--- config.mk ---
export PLATFORM = sky130hd
export DESIGN_NAME = pipe_ctrl_unit_flat
export DESIGN_NICKNAME = d
export VERILOG_FILES = /design/src/rtl/pipe_ctrl_unit_if.sv /design/src/rtl/pipe_ctrl_unit.sv /design/src/flat_wrapper.sv
export SDC_FILE = /design/constraint.sdc
export NUM_CORES = 1
export LEC_CHECK = 0
export BUFFER_PORTS_ARGS = -buffer_cell sky130_fd_sc_hd__buf_4
export CAP_MARGIN = 5
export CORE_MARGIN = 4
export CORE_UTILIZATION = 46
export CTS_CLUSTER_SIZE = 20
export DETAILED_ROUTE_END_ITERATION = 10
export HOLD_SLACK_MARGIN = 0.06
export PLACE_DENSITY_LB_ADDON = 0.3
export SYNTH_ARGS = -nofsm -noshare
export SYNTH_HDL_FRONTEND = slang
export SYNTH_SLANG_ARGS = --single-unit
export TNS_END_PERCENT = 5
--- constraint.sdc ---
create_clock -name clk -period 3.3 [get_ports clk]
set_clock_uncertainty 0.15 [all_clocks]
set_input_delay 0.33 -clock clk [delete_from_list [all_inputs] [get_ports clk]]
set_output_delay 0.33 -clock clk [all_outputs]
set_load 0.01 [all_outputs]
--- src/rtl/pipe_ctrl_unit_if.sv ---
// ID/EX control handshake and registered control bundle between the ID-side issue logic and pipe_ctrl_unit.
interface pipe_ctrl_unit_if #(
  parameter int OP_LEN  = 4,
  parameter int EXE_LEN = 4
);
  logic               op_valid;
  logic [OP_LEN-1:0]  opCode;
  logic               op_ready;
  logic               hazard_detected;
  logic               branch_taken;
  logic               ex_valid;
  logic [EXE_LEN-1:0] EXE_CMD;
  logic [1:0]         Branch_command;
  logic               branchEn;
  logic               Is_Imm;
  logic               ST_or_BNE;
  logic               WB_EN;
  logic               MEM_R_EN;
  logic               MEM_W_EN;
  logic               mc_busy;

  modport master (
    output op_valid, opCode, hazard_detected, branch_taken,
    input  op_ready, ex_valid, EXE_CMD, Branch_command, branchEn, Is_Imm,
           ST_or_BNE, WB_EN, MEM_R_EN, MEM_W_EN, mc_busy
  );

  modport slave (
    input  op_valid, opCode, hazard_detected, branch_taken,
    output op_ready, ex_valid, EXE_CMD, Branch_command, branchEn, Is_Imm,
           ST_or_BNE, WB_EN, MEM_R_EN, MEM_W_EN, mc_busy
  );
endinterface

--- src/rtl/pipe_ctrl_unit.sv ---
// ID/EX control unit: decodes opcodes into a registered EX/MEM/WB bundle, inserts bubbles on
// hazards, flushes on taken branches and holds multi-cycle MUL/DIV/MOD in EX for their latency.
module pipe_ctrl_unit #(
  parameter int OP_LEN  = 4,
  parameter int EXE_LEN = 4,
  parameter int MUL_LAT = 3,
  parameter int DIV_LAT = 8
) (
  input  logic              clk,
  input  logic              rst_n,
  pipe_ctrl_unit_if.slave   bus
);

  // Opcode map; ALU ops reuse their opcode value as the EXE_CMD encoding.
  localparam logic [OP_LEN-1:0] OP_MOVR = OP_LEN'(0);
  localparam logic [OP_LEN-1:0] OP_ADD  = OP_LEN'(1);
  localparam logic [OP_LEN-1:0] OP_SUB  = OP_LEN'(2);
  localparam logic [OP_LEN-1:0] OP_MUL  = OP_LEN'(3);
  localparam logic [OP_LEN-1:0] OP_DIV  = OP_LEN'(4);
  localparam logic [OP_LEN-1:0] OP_MOD  = OP_LEN'(5);
  localparam logic [OP_LEN-1:0] OP_AND  = OP_LEN'(6);
  localparam logic [OP_LEN-1:0] OP_OR   = OP_LEN'(7);
  localparam logic [OP_LEN-1:0] OP_SHR  = OP_LEN'(8);
  localparam logic [OP_LEN-1:0] OP_SHL  = OP_LEN'(9);
  localparam logic [OP_LEN-1:0] OP_CMP  = OP_LEN'(10);
  localparam logic [OP_LEN-1:0] OP_MOVI = OP_LEN'(11);
  localparam logic [OP_LEN-1:0] OP_LDR  = OP_LEN'(12);
  localparam logic [OP_LEN-1:0] OP_STR  = OP_LEN'(13);
  localparam logic [OP_LEN-1:0] OP_BEQ  = OP_LEN'(14);
  localparam logic [OP_LEN-1:0] OP_JMP  = OP_LEN'(15);

  localparam int MAX_LAT = (MUL_LAT > DIV_LAT) ? MUL_LAT : DIV_LAT;
  localparam int CNT_W   = $clog2(MAX_LAT + 1);

  typedef struct packed {
    logic [EXE_LEN-1:0] exe_cmd;
    logic [1:0]         br_cmd;
    logic               br_en;
    logic               is_imm;
    logic               st_bne;
    logic               wb_en;
    logic               mem_r;
    logic               mem_w;
  } ctrl_t;

  typedef enum logic {S_RUN = 1'b0, S_MULTI = 1'b1} state_t;

  state_t             state_q, state_d;
  logic [CNT_W-1:0]   cnt_q, cnt_d;
  ctrl_t              bundle_q, bundle_d;
  logic               ex_valid_q, ex_valid_d;
  logic               mc_busy_q, mc_busy_d;
  logic               wb_keep_q, wb_keep_d;

  ctrl_t              dec;
  logic [CNT_W-1:0]   op_lat;
  logic               ready;

  always_comb begin
    dec    = '0;
    op_lat = CNT_W'(1);
    unique case (bus.opCode)
      OP_ADD, OP_SUB, OP_MOVR, OP_AND, OP_OR, OP_SHR, OP_SHL: begin
        dec.exe_cmd = EXE_LEN'(bus.opCode);
        dec.wb_en   = 1'b1;
      end
      OP_MUL: begin
        dec.exe_cmd = EXE_LEN'(bus.opCode);
        dec.wb_en   = 1'b1;
        op_lat      = CNT_W'(MUL_LAT);
      end
      OP_DIV, OP_MOD: begin
        dec.exe_cmd = EXE_LEN'(bus.opCode);
        dec.wb_en   = 1'b1;
        op_lat      = CNT_W'(DIV_LAT);
      end
      OP_CMP: dec.exe_cmd = EXE_LEN'(OP_CMP);
      OP_MOVI: begin
        dec.exe_cmd = EXE_LEN'(OP_MOVI);
        dec.wb_en   = 1'b1;
        dec.is_imm  = 1'b1;
      end
      OP_LDR: begin
        dec.exe_cmd = EXE_LEN'(OP_ADD);
        dec.wb_en   = 1'b1;
        dec.st_bne  = 1'b1;
        dec.mem_r   = 1'b1;
      end
      OP_STR: begin
        dec.exe_cmd = EXE_LEN'(OP_ADD);
        dec.st_bne  = 1'b1;
        dec.mem_w   = 1'b1;
      end
      OP_BEQ, OP_JMP: begin
        dec.br_cmd = bus.opCode[1:0];
        dec.br_en  = 1'b1;
      end
      default: dec = '0;
    endcase
  end

  always_comb begin
    state_d    = state_q;
    cnt_d      = cnt_q;
    bundle_d   = bundle_q;
    ex_valid_d = ex_valid_q;
    mc_busy_d  = mc_busy_q;
    wb_keep_d  = wb_keep_q;
    ready      = 1'b0;
    unique case (state_q)
      S_RUN: begin
        bundle_d   = '0;
        ex_valid_d = 1'b0;
        mc_busy_d  = 1'b0;
        cnt_d      = '0;
        if (bus.branch_taken) begin
          ready = 1'b1;
        end else if (bus.hazard_detected) begin
          ready = 1'b0;
        end else if (bus.op_valid) begin
          ready      = 1'b1;
          bundle_d   = dec;
          ex_valid_d = 1'b1;
          if (op_lat > CNT_W'(1)) begin
            // Write-back is suppressed until the op's final EX cycle.
            cnt_d          = op_lat - CNT_W'(1);
            mc_busy_d      = 1'b1;
            wb_keep_d      = dec.wb_en;
            bundle_d.wb_en = 1'b0;
            state_d        = S_MULTI;
          end
        end
      end
      S_MULTI: begin
        if (cnt_q == CNT_W'(1)) begin
          cnt_d          = '0;
          mc_busy_d      = 1'b0;
          bundle_d.wb_en = wb_keep_q;
          state_d        = S_RUN;
        end else begin
          cnt_d = cnt_q - CNT_W'(1);
        end
      end
      default: state_d = S_RUN;
    endcase
  end

  always_ff @(posedge clk) begin
    if (!rst_n) begin
      state_q    <= S_RUN;
      cnt_q      <= '0;
      bundle_q   <= '0;
      ex_valid_q <= 1'b0;
      mc_busy_q  <= 1'b0;
      wb_keep_q  <= 1'b0;
    end else begin
      state_q    <= state_d;
      cnt_q      <= cnt_d;
      bundle_q   <= bundle_d;
      ex_valid_q <= ex_valid_d;
      mc_busy_q  <= mc_busy_d;
      wb_keep_q  <= wb_keep_d;
    end
  end

  assign bus.op_ready       = ready & rst_n;
  assign bus.ex_valid       = ex_valid_q;
  assign bus.EXE_CMD        = bundle_q.exe_cmd;
  assign bus.Branch_command = bundle_q.br_cmd;
  assign bus.branchEn       = bundle_q.br_en;
  assign bus.Is_Imm         = bundle_q.is_imm;
  assign bus.ST_or_BNE      = bundle_q.st_bne;
  assign bus.WB_EN          = bundle_q.wb_en;
  assign bus.MEM_R_EN       = bundle_q.mem_r;
  assign bus.MEM_W_EN       = bundle_q.mem_w;
  assign bus.mc_busy        = mc_busy_q;

  // A branch cannot resolve while a multi-cycle op owns EX.
  a_no_branch_in_multi: assert property (@(posedge clk) disable iff (!rst_n)
    (state_q == S_MULTI) |-> !bus.branch_taken);

endmodule

--- src/flat_wrapper.sv ---
// flat-port wrapper written by rule: the top's interface ports become plain ports
module pipe_ctrl_unit_flat 
#(
  parameter int OP_LEN  = 4,
  parameter int EXE_LEN = 4,
  parameter int MUL_LAT = 3,
  parameter int DIV_LAT = 8
)
  (clk, rst_n, bus_op_valid, bus_opCode, bus_hazard_detected, bus_branch_taken, bus_op_ready, bus_ex_valid, bus_EXE_CMD, bus_Branch_command, bus_branchEn, bus_Is_Imm, bus_ST_or_BNE, bus_WB_EN, bus_MEM_R_EN, bus_MEM_W_EN, bus_mc_busy);
  pipe_ctrl_unit_if #(.OP_LEN(OP_LEN), .EXE_LEN(EXE_LEN)) bus_i ();
  input  logic clk;
  input  logic rst_n;
  input wire logic [$bits(bus_i.op_valid)-1:0] bus_op_valid;
  input wire logic [$bits(bus_i.opCode)-1:0] bus_opCode;
  input wire logic [$bits(bus_i.hazard_detected)-1:0] bus_hazard_detected;
  input wire logic [$bits(bus_i.branch_taken)-1:0] bus_branch_taken;
  output wire logic [$bits(bus_i.op_ready)-1:0] bus_op_ready;
  output wire logic [$bits(bus_i.ex_valid)-1:0] bus_ex_valid;
  output wire logic [$bits(bus_i.EXE_CMD)-1:0] bus_EXE_CMD;
  output wire logic [$bits(bus_i.Branch_command)-1:0] bus_Branch_command;
  output wire logic [$bits(bus_i.branchEn)-1:0] bus_branchEn;
  output wire logic [$bits(bus_i.Is_Imm)-1:0] bus_Is_Imm;
  output wire logic [$bits(bus_i.ST_or_BNE)-1:0] bus_ST_or_BNE;
  output wire logic [$bits(bus_i.WB_EN)-1:0] bus_WB_EN;
  output wire logic [$bits(bus_i.MEM_R_EN)-1:0] bus_MEM_R_EN;
  output wire logic [$bits(bus_i.MEM_W_EN)-1:0] bus_MEM_W_EN;
  output wire logic [$bits(bus_i.mc_busy)-1:0] bus_mc_busy;
  assign bus_i.op_valid = bus_op_valid;
  assign bus_i.opCode = bus_opCode;
  assign bus_i.hazard_detected = bus_hazard_detected;
  assign bus_i.branch_taken = bus_branch_taken;
  assign bus_op_ready = bus_i.op_ready;
  assign bus_ex_valid = bus_i.ex_valid;
  assign bus_EXE_CMD = bus_i.EXE_CMD;
  assign bus_Branch_command = bus_i.Branch_command;
  assign bus_branchEn = bus_i.branchEn;
  assign bus_Is_Imm = bus_i.Is_Imm;
  assign bus_ST_or_BNE = bus_i.ST_or_BNE;
  assign bus_WB_EN = bus_i.WB_EN;
  assign bus_MEM_R_EN = bus_i.MEM_R_EN;
  assign bus_MEM_W_EN = bus_i.MEM_W_EN;
  assign bus_mc_busy = bus_i.mc_busy;
  pipe_ctrl_unit #(.OP_LEN(OP_LEN), .EXE_LEN(EXE_LEN), .MUL_LAT(MUL_LAT), .DIV_LAT(DIV_LAT)) u_core (.clk(clk), .rst_n(rst_n), .bus(bus_i));
endmodule
==> impl_results.md, run 1 <==
* Pre-CTS worst setup slack at around 1.3 ns
* Static leakage power at 0.453 nW
* Number of hold-repair buffers added at the cts stage at 0
* Number of global-route vias before repair at 797
* Fin crit share at between 60% and 70%
* Average detailed-routed wire length per instance at 14.3 µm
* Total negative slack at 0 ns
* Per-cell via count in the routed design at 5.58
* Fraction of post-synthesis cell area in the top cell type by area at a little under half
* Initial antenna violation count at 0
* Power per unit of standard cell area at between 400 and 500 nW/µm²
* Mux cell area share after synthesis at 1.14%
* Sequential cell area fraction in the yosys report at 45.5%
* Remaining design rule violation count at 0
* Worst flop-to-flop path endpoint: u_core.bus.mc_busy
* Total congestion overflow at 0
* Max Buffers Root-to-Sink at 2
* Buffer count from post-CTS setup fixing at 0
* Final layout net count at 131
* Most frequent cells in the layout: 23 x sky130_fd_sc_hd__buf_4, 20 x sky130_fd_sc_hd__dfxtp_1, 10 x sky130_fd_sc_hd__nand2_1, 8 x sky130_fd_sc_hd__a21oi_1, 6 x sky130_fd_sc_hd__inv_1
* Dominant combinational cell family by area after synthesis: simple AND/OR/NAND/NOR gates
* Synthesized netlist net count at between 100 and 150
* Total CTS buffers at 3
* Internal power at 0.386 mW
* CP Data Required Time at 3.40 ns
* Top_reg_cell synth: sky130_fd_sc_hd__dfxtp_1
* Iteration count of the initial detailed-routing pass at 4
* Critical path startpoint category: flip-flop
* Cell count after synthesis at a little under 100
* Largest fanout on the critical path at 21
* Fraction of the mapped netlist area in compound gates at 19.2%
* Ordered list of cells on the worst path: or4b_4 > a211oi_1 > a22o_1
* Count of endpoints failing setup in the final report at 0
* I/O Pins at 24
* Kind of critical path: flip-flop to flip-flop
* Post-placement cell area at between 1000 and 1500 µm²
* Startpoint of the worst register-to-register path: u_core.state_q
* Starting density of the core at about half
* Area of the die at 2680 µm²
* Worst hold-check path type: input port to flip-flop
* Yosys Warn Count at 0
* Part of the power in combinational logic at under 10%
* Power share of the clock group at between 40% and 50%
* Final standard cell area without fillers at 1110 µm²
* Synth async-reset ratio at 0%
* Number of levels the H-tree was split into at 1
* Number of sinks handled by clock tree synthesis at 20
* Standard-cell rows at 15
* Parity-gate share of the synthesized area counting xor and xnor cells at 1.99%
* Buffers on Ports at 23
* Worst reg2reg setup slack at around 1.3 ns
* Synthesized-area fraction occupied by and/or/nand/nor cells at 23.9%
* Largest net degree at the start of global routing at 22
* FF-to-FF path depth at 3
* Insertion delay of the later-clocked pin in the worst-skew pair at 0.30 ns
* Number of cells upsized or downsized after cts at 0
* Area growth from synthesis to layout at 26.1%
* Avg Cell Area, Syn at 8.90 µm²
* Worst Path Buf+Inv at 0
* Iteration-0 DRC Markers at 16
* Routed Antenna Nets at 0
* Reg power frac at 50.2%
* Final setup margin at 1.30 ns
* Number of failing hold endpoints at the final stage at 0
* Max capacitance violation total at 0
* Adder and majority gate portion of the synthesized area at 2.84%
* Critical Path Sink Type: flip-flop
* Total routing resource utilization after global routing at 17.0%
* Number of synthesized register bits at 20
* Pin slew with the least headroom to its limit at 0.741 ns
* CP Depth at 3
* Root buffer cell: sky130_fd_sc_hd__clkbuf_4
* Maximum VDD drop at 253 µV
* Wirelength, routed at between 2 and 2.5 mm
* Net Switching at ~0.11 mW
* Max frequency at between 500 and 600 MHz
* Slew margin rel. at roughly half
* Largest stage delay on the critical path at between 0.6 and 0.7 ns
* Area contributors post-synth: sky130_fd_sc_hd__dfxtp_1 45%, sky130_fd_sc_hd__a21oi_1 4.5%, sky130_fd_sc_hd__nand2_1 4.3%, sky130_fd_sc_hd__ha_1 2.8%, sky130_fd_sc_hd__nand3_1 2.8%
* Power, Total at approximately 0.49 mW
* Post-synth EDFFs at 0
* Number of fill cells at 153
* Global-route wire length before repair at 3.41 mm
* Clock-pin slew reported for the worst setup and hold paths after clock tree synthesis at between 0.1 and 0.15 ns
* Detailed Place HPWL at 1.38 mm
* Post-synthesis cell type count at 35
* Fin crit period at between 1.5 and 2 ns
* Total via count in the routed design at 804
* First element of the critical path: u_core.state_q
* Pins Over Slew Limit at 0
* Combined area of all synthesized cells at 881 µm²
* Ant diodes at 0
* Clock tree from TritonCTS: built
* Switching part of the total power at a little over a fifth
* Library cell contributing the largest single delay on the critical path: sky130_fd_sc_hd__or4b_4
* Global placer's final weighted congestion at around 0.74
* Width of the die at 51.8 µm
* Most frequent standard cell in the layout excluding fill and tap cells: sky130_fd_sc_hd__buf_4
* Status: complete, no violations
* Vertical die dimension at 51.8 µm
* Fraction of layout instances using a drive strength above 1 at 28.6%
* Crit path max-delay family: simple AND/OR/NAND/NOR gates
* Setup repair after global routing missed its margin: false
* Post-synth top area cell: sky130_fd_sc_hd__dfxtp_1
* Core box area at ~1800 µm²
* Arrival time at the worst endpoint at about 2.1 ns
* Endpoint of the worst setup timing path: u_core.bus.mc_busy
## power by group through the flow
stage	Sequential (mW)	Combinational (mW)	Clock [mW]
floorplan	0.252	0.0247	0
global placement	0.253	0.0404	0
detailed placement	0.253	0.0416	0
CTS	0.247	0.0425	0.204
global route	0.248	0.0467	0.212
finish	0.247	0.0431	0.202
## logic make-up (layout without fill, tap and decap cells)
| logic type | after synthesis | in the layout |
|---|---|---|
| AND/OR/NAND/NOR | 36 | 36 |
| AO/OA/AOI/OAI | 25 | 25 |
| flip-flops | 20 | 20 |
| buffers and inverters | 13 | 33 |
| adder cells (fa/ha/maj) | 2 | 2 |
| XOR/XNOR | 2 | 2 |
| multiplexers | 1 | 1 |
## per-layer routing
metal  track usage [%]  share of wire, %  wire length [µm]  up-vias
met5                 0                 0                 0        -
met4              9.61              0.83                17        0
met3              3.15               4.6                95        2
met2              28.8                48               990       19
met1              19.9                46               954      394
li1                  -                 -                 -      389
## cells in the mapped netlist (2+ instances only)
library cell	n
sky130_fd_sc_hd__ha_1	2
sky130_fd_sc_hd__xnor2_1	2
sky130_fd_sc_hd__nor2_1	4
sky130_fd_sc_hd__nand3_1	5
sky130_fd_sc_hd__a211oi_1	2
sky130_fd_sc_hd__clkbuf_1	6
sky130_fd_sc_hd__nor3_1	2
sky130_fd_sc_hd__o21ai_0	3
sky130_fd_sc_hd__dfxtp_1	20
sky130_fd_sc_hd__a32oi_1	2
sky130_fd_sc_hd__nor2b_1	3
sky130_fd_sc_hd__inv_1	6
sky130_fd_sc_hd__a21oi_1	8
sky130_fd_sc_hd__o21a_1	2
sky130_fd_sc_hd__nand4_1	3
sky130_fd_sc_hd__nand2_1	10
## stage by stage
step	instances	hold WS (ns)	utilization (%)
after floorplan	99	0.283	-
after global placement	140	0.304	60.0
after detailed placement	140	0.307	60.0
after CTS	144	0.0989	63.0
after global routing	144	0.107	63.0
final	144	0.106	63.0
## sequential cells by signal, summed over array words and instances (netlist names)
name,cells
u_core.bus.ST_or_BNE,1
u_core.state_q,1
u_core.bus.Branch_command,2
u_core.bus.branchEn,1
u_core.bus.mc_busy,1
u_core.bus.WB_EN,1
u_core.bus.MEM_W_EN,1
u_core.bus.ex_valid,1
u_core.bus.EXE_CMD,4
u_core.wb_keep_q,1
u_core.bus.MEM_R_EN,1
u_core.bus.Is_Imm,1
u_core.cnt_q,4
## final cells by class
| cell class | count | area [µm²] | share of cell area [%] |
|---|---|---|---|
| Multi-Input combinational cell | 66 | 432 | 38.9 |
| Sequential cell | 20 | 400 | 36.0 |
| Timing Repair Buffer | 23 | 173 | 15.5 |
| Tap cell | 25 | 31.3 | 2.82 |
| Clock inverter | 1 | 30.0 | 2.70 |
| Clock buffer | 3 | 22.5 | 2.03 |
| Inverter | 6 | 22.5 | 2.03 |
## worst min path at each step
stage | startpoint | endpoint | slack [ns] | cells past startpoint
after detailed placement | u_core.bus.ex_valid | u_core.bus.ex_valid | 0.31 | 2
after global routing | bus_opCode[0] | u_core.bus.MEM_R_EN | 0.11 | 2
after floorplan | u_core.wb_keep_q | u_core.wb_keep_q | 0.28 | 1
after CTS | bus_opCode[0] | u_core.bus.MEM_R_EN | 0.1 | 2
final | bus_opCode[0] | u_core.bus.MEM_R_EN | 0.11 | 2
after global placement | u_core.bus.EXE_CMD[0] | u_core.bus.EXE_CMD[0] | 0.30 | 2
## worst reg2reg max path: stages, from the launching register on
cell	delay, ns
sky130_fd_sc_hd__dfxtp_1	0.54
sky130_fd_sc_hd__or4b_4	0.66
sky130_fd_sc_hd__a211oi_1	0.41
sky130_fd_sc_hd__a22o_1	0.19
(Power assumes the default switching activity.)
==> inputs of run 2 (changes only) <==
==> constraint.sdc (replaced) <==
create_clock -name clk -period 2.1 [get_ports clk]
set_clock_uncertainty 0.15 [all_clocks]
set_input_delay 0.21 -clock clk [delete_from_list [all_inputs] [get_ports clk]]
set_output_delay 0.21 -clock clk [all_outputs]
set_load 0.01 [all_outputs]
==> run 2 against run 1 <==
Register-to-register slack lost 0.97 ns. Count of clock-buffer cells in the layout is the same. Hold slack lost 0.020 ns. Worst setup slack lost 1.0 ns. Global-route usage shrank 2.0 points. Design area grew 0.45%. Clock power shrank 15%. Critical path type is now input port to output port. Critical endpoint is now bus_op_ready.
==> impl_results.md, run 2 (synthesis gave the netlist of run 1 again) <==
* Average detailed-routed wire length per instance at 12.4 µm
* Width of the die at 51.8 µm
* Number of sinks handled by clock tree synthesis at 20
* Pins Over Slew Limit at 0
* Iteration-0 DRC Markers at 10
* Worst hold-check path type: input port to flip-flop
* Hold_sp: bus_branch_taken
* Ant diodes at 0
* Most frequent cells in the layout: 25 x sky130_fd_sc_hd__buf_4, 20 x sky130_fd_sc_hd__dfxtp_1, 10 x sky130_fd_sc_hd__nand2_1, 8 x sky130_fd_sc_hd__a21oi_1, 6 x sky130_fd_sc_hd__inv_1
* Core box area at 1760 µm²
* Detailed Place HPWL at between 1 and 1.5 mm
* Area growth from synthesis to layout at 26.7%
* Static leakage power at approximately 0.46 nW
* Global-route wire length before repair at 3.02 mm
* Buffer count from post-CTS setup fixing at 0
* Number of fill cells at 161
* Fin crit period at between 1.5 and 2 ns
* Most frequent standard cell in the layout excluding fill and tap cells: sky130_fd_sc_hd__buf_4
* Total negative slack at 0 ns
* Power, Total at 0.629 mW
* CP Depth at 5
* Largest stage delay on the critical path at 0.53 ns
* Iteration count of the initial detailed-routing pass at 4
* Startpoint of the worst register-to-register path: u_core.cnt_q[1]
* Library cell contributing the largest single delay on the critical path: sky130_fd_sc_hd__dlygate4sd3_1
* Fraction of layout instances using a drive strength above 1 at around 29%
* Final standard cell area without fillers at 1120 µm²
* Post-placement cell area at 1070 µm²
* Max Buffers Root-to-Sink at 2
* Largest fanout on the critical path at 13
* Vertical die dimension at 51.8 µm
* Core occupancy in the finished layout at 63.3%
* Standard-cell rows at 15
* Largest net degree at the start of global routing at 21
* Number of hold-repair buffers added at the cts stage at 2
* Total CTS buffers at 3
* Worst Path Buf+Inv at 4
* Crit path max-delay family: buffers and inverters
* Clock tree from TritonCTS: built
* Global placer's final weighted congestion at 0.740
* Initial antenna violation count at 0
* Starting density of the core at 49.9%
* First element of the critical path: rst_n
* Remaining design rule violation count at 0
* CP Data Required Time at 1.74 ns
* Kind of critical path: input port to output port
* Routed Antenna Nets at 0
* Number of global-route vias before repair at approximately 690
* Wirelength, routed at 1.83 mm
* Ordered list of cells on the worst path: dlygate4sd3_1 > buf_4 > inv_1 > nor3_1 > buf_4
* Most used cell along the critical path: sky130_fd_sc_hd__buf_4
* I/O Pins at 24
* Status: complete, no violations
* Pin slew with the least headroom to its limit at between 0.4 and 0.5 ns
* Total congestion overflow at 0
* Critical path startpoint category: input port
* Slew margin rel. at around 69%
* Total routing resource utilization after global routing at 15.0%
* Max capacitance violation total at 0
* Fin crit share at 87.4%
* Final layout net count at approximately 140
* Area of the die at 2680 µm²
* Buffers on Ports at 23
* Insertion delay of the later-clocked pin in the worst-skew pair at 0.28 ns
* Number of levels the H-tree was split into at 1
* Maximum VDD drop at between 200 and 300 µV
* Root buffer cell: sky130_fd_sc_hd__clkbuf_4
* Critical Path Sink Type: output port
* Number of failing hold endpoints at the final stage at 0
* Setup repair after global routing missed its margin: false
* Total via count in the routed design at 761
* Min-Delay Path Depth at 3
* Power per unit of standard cell area at 564 nW/µm²
* Number of cells upsized or downsized after cts at 0
* Clock-pin slew reported for the worst setup and hold paths after clock tree synthesis at 0.10 ns
* Count of endpoints failing setup in the final report at 0
* Per-cell via count in the routed design at 5.18
* FF-to-FF path depth at 5
* Arrival time at the worst endpoint at about 1.5 ns
* Max frequency at around 540 MHz
run 2: cell count changes in the layout (fill, tap and decap cells not counted):
cell	before	now
sky130_fd_sc_hd__buf_4	23	25
sky130_fd_sc_hd__dlygate4sd3_1	0	2
sky130_fd_sc_hd__bufinv_16	1	0
run 2: worst min-delay path, cell delays in order:
cell	delay (ns)
sky130_fd_sc_hd__buf_4	0.09
sky130_fd_sc_hd__or4b_4	0.13
sky130_fd_sc_hd__a21oi_1	0.05
run 2: through the flow:
stage          setup WS, ns  hold WS, ns  cells
2_1_floorplan         0.427        0.265     99
3_3_place_gp          0.379        0.304    142
3_5_place_dp          0.348        0.305    142
4_1_cts               0.255       0.0816    147
5_1_grt               0.121       0.0921    147
6_report              0.265       0.0861    147
run 2: cell type report:
type                    instances  area (µm²)  share of cell area (%)
clock buffers                   3        22.5                    2.02
inverters                       6        22.5                    2.02
well taps                      25        31.3                    2.80
repair buffers                 27         208                    18.6
flip-flops and latches         20         400                    35.9
multi-input cells              66         432                    38.7
run 2: path summary, 6_finish.rpt:
path                           to  slack (ns)
max                  bus_op_ready        0.26
min           u_core.bus.ex_valid        0.09
max reg2reg      u_core.bus.WB_EN        0.33
min reg2reg  u_core.bus.ST_or_BNE        0.32
run 2: metal layers:
| metal | vias up | part of all wire [%] | global-route usage (%) |
|---|---|---|---|
| met2 | 18 | 45 | 24.4 |
| met1 | 345 | 48 | 19.2 |
| met4 | 0 | 0.93 | 6.55 |
| li1 | 396 | - | - |
| met5 | - | 0 | 0 |
| met3 | 2 | 5.3 | 2.87 |
run 2: power breakdown:
part           switching [mW]  total (mW)  internal (mW)
registers             0.00279       0.387          0.384
logic                  0.0368      0.0707         0.0339
clock network           0.105       0.172         0.0665
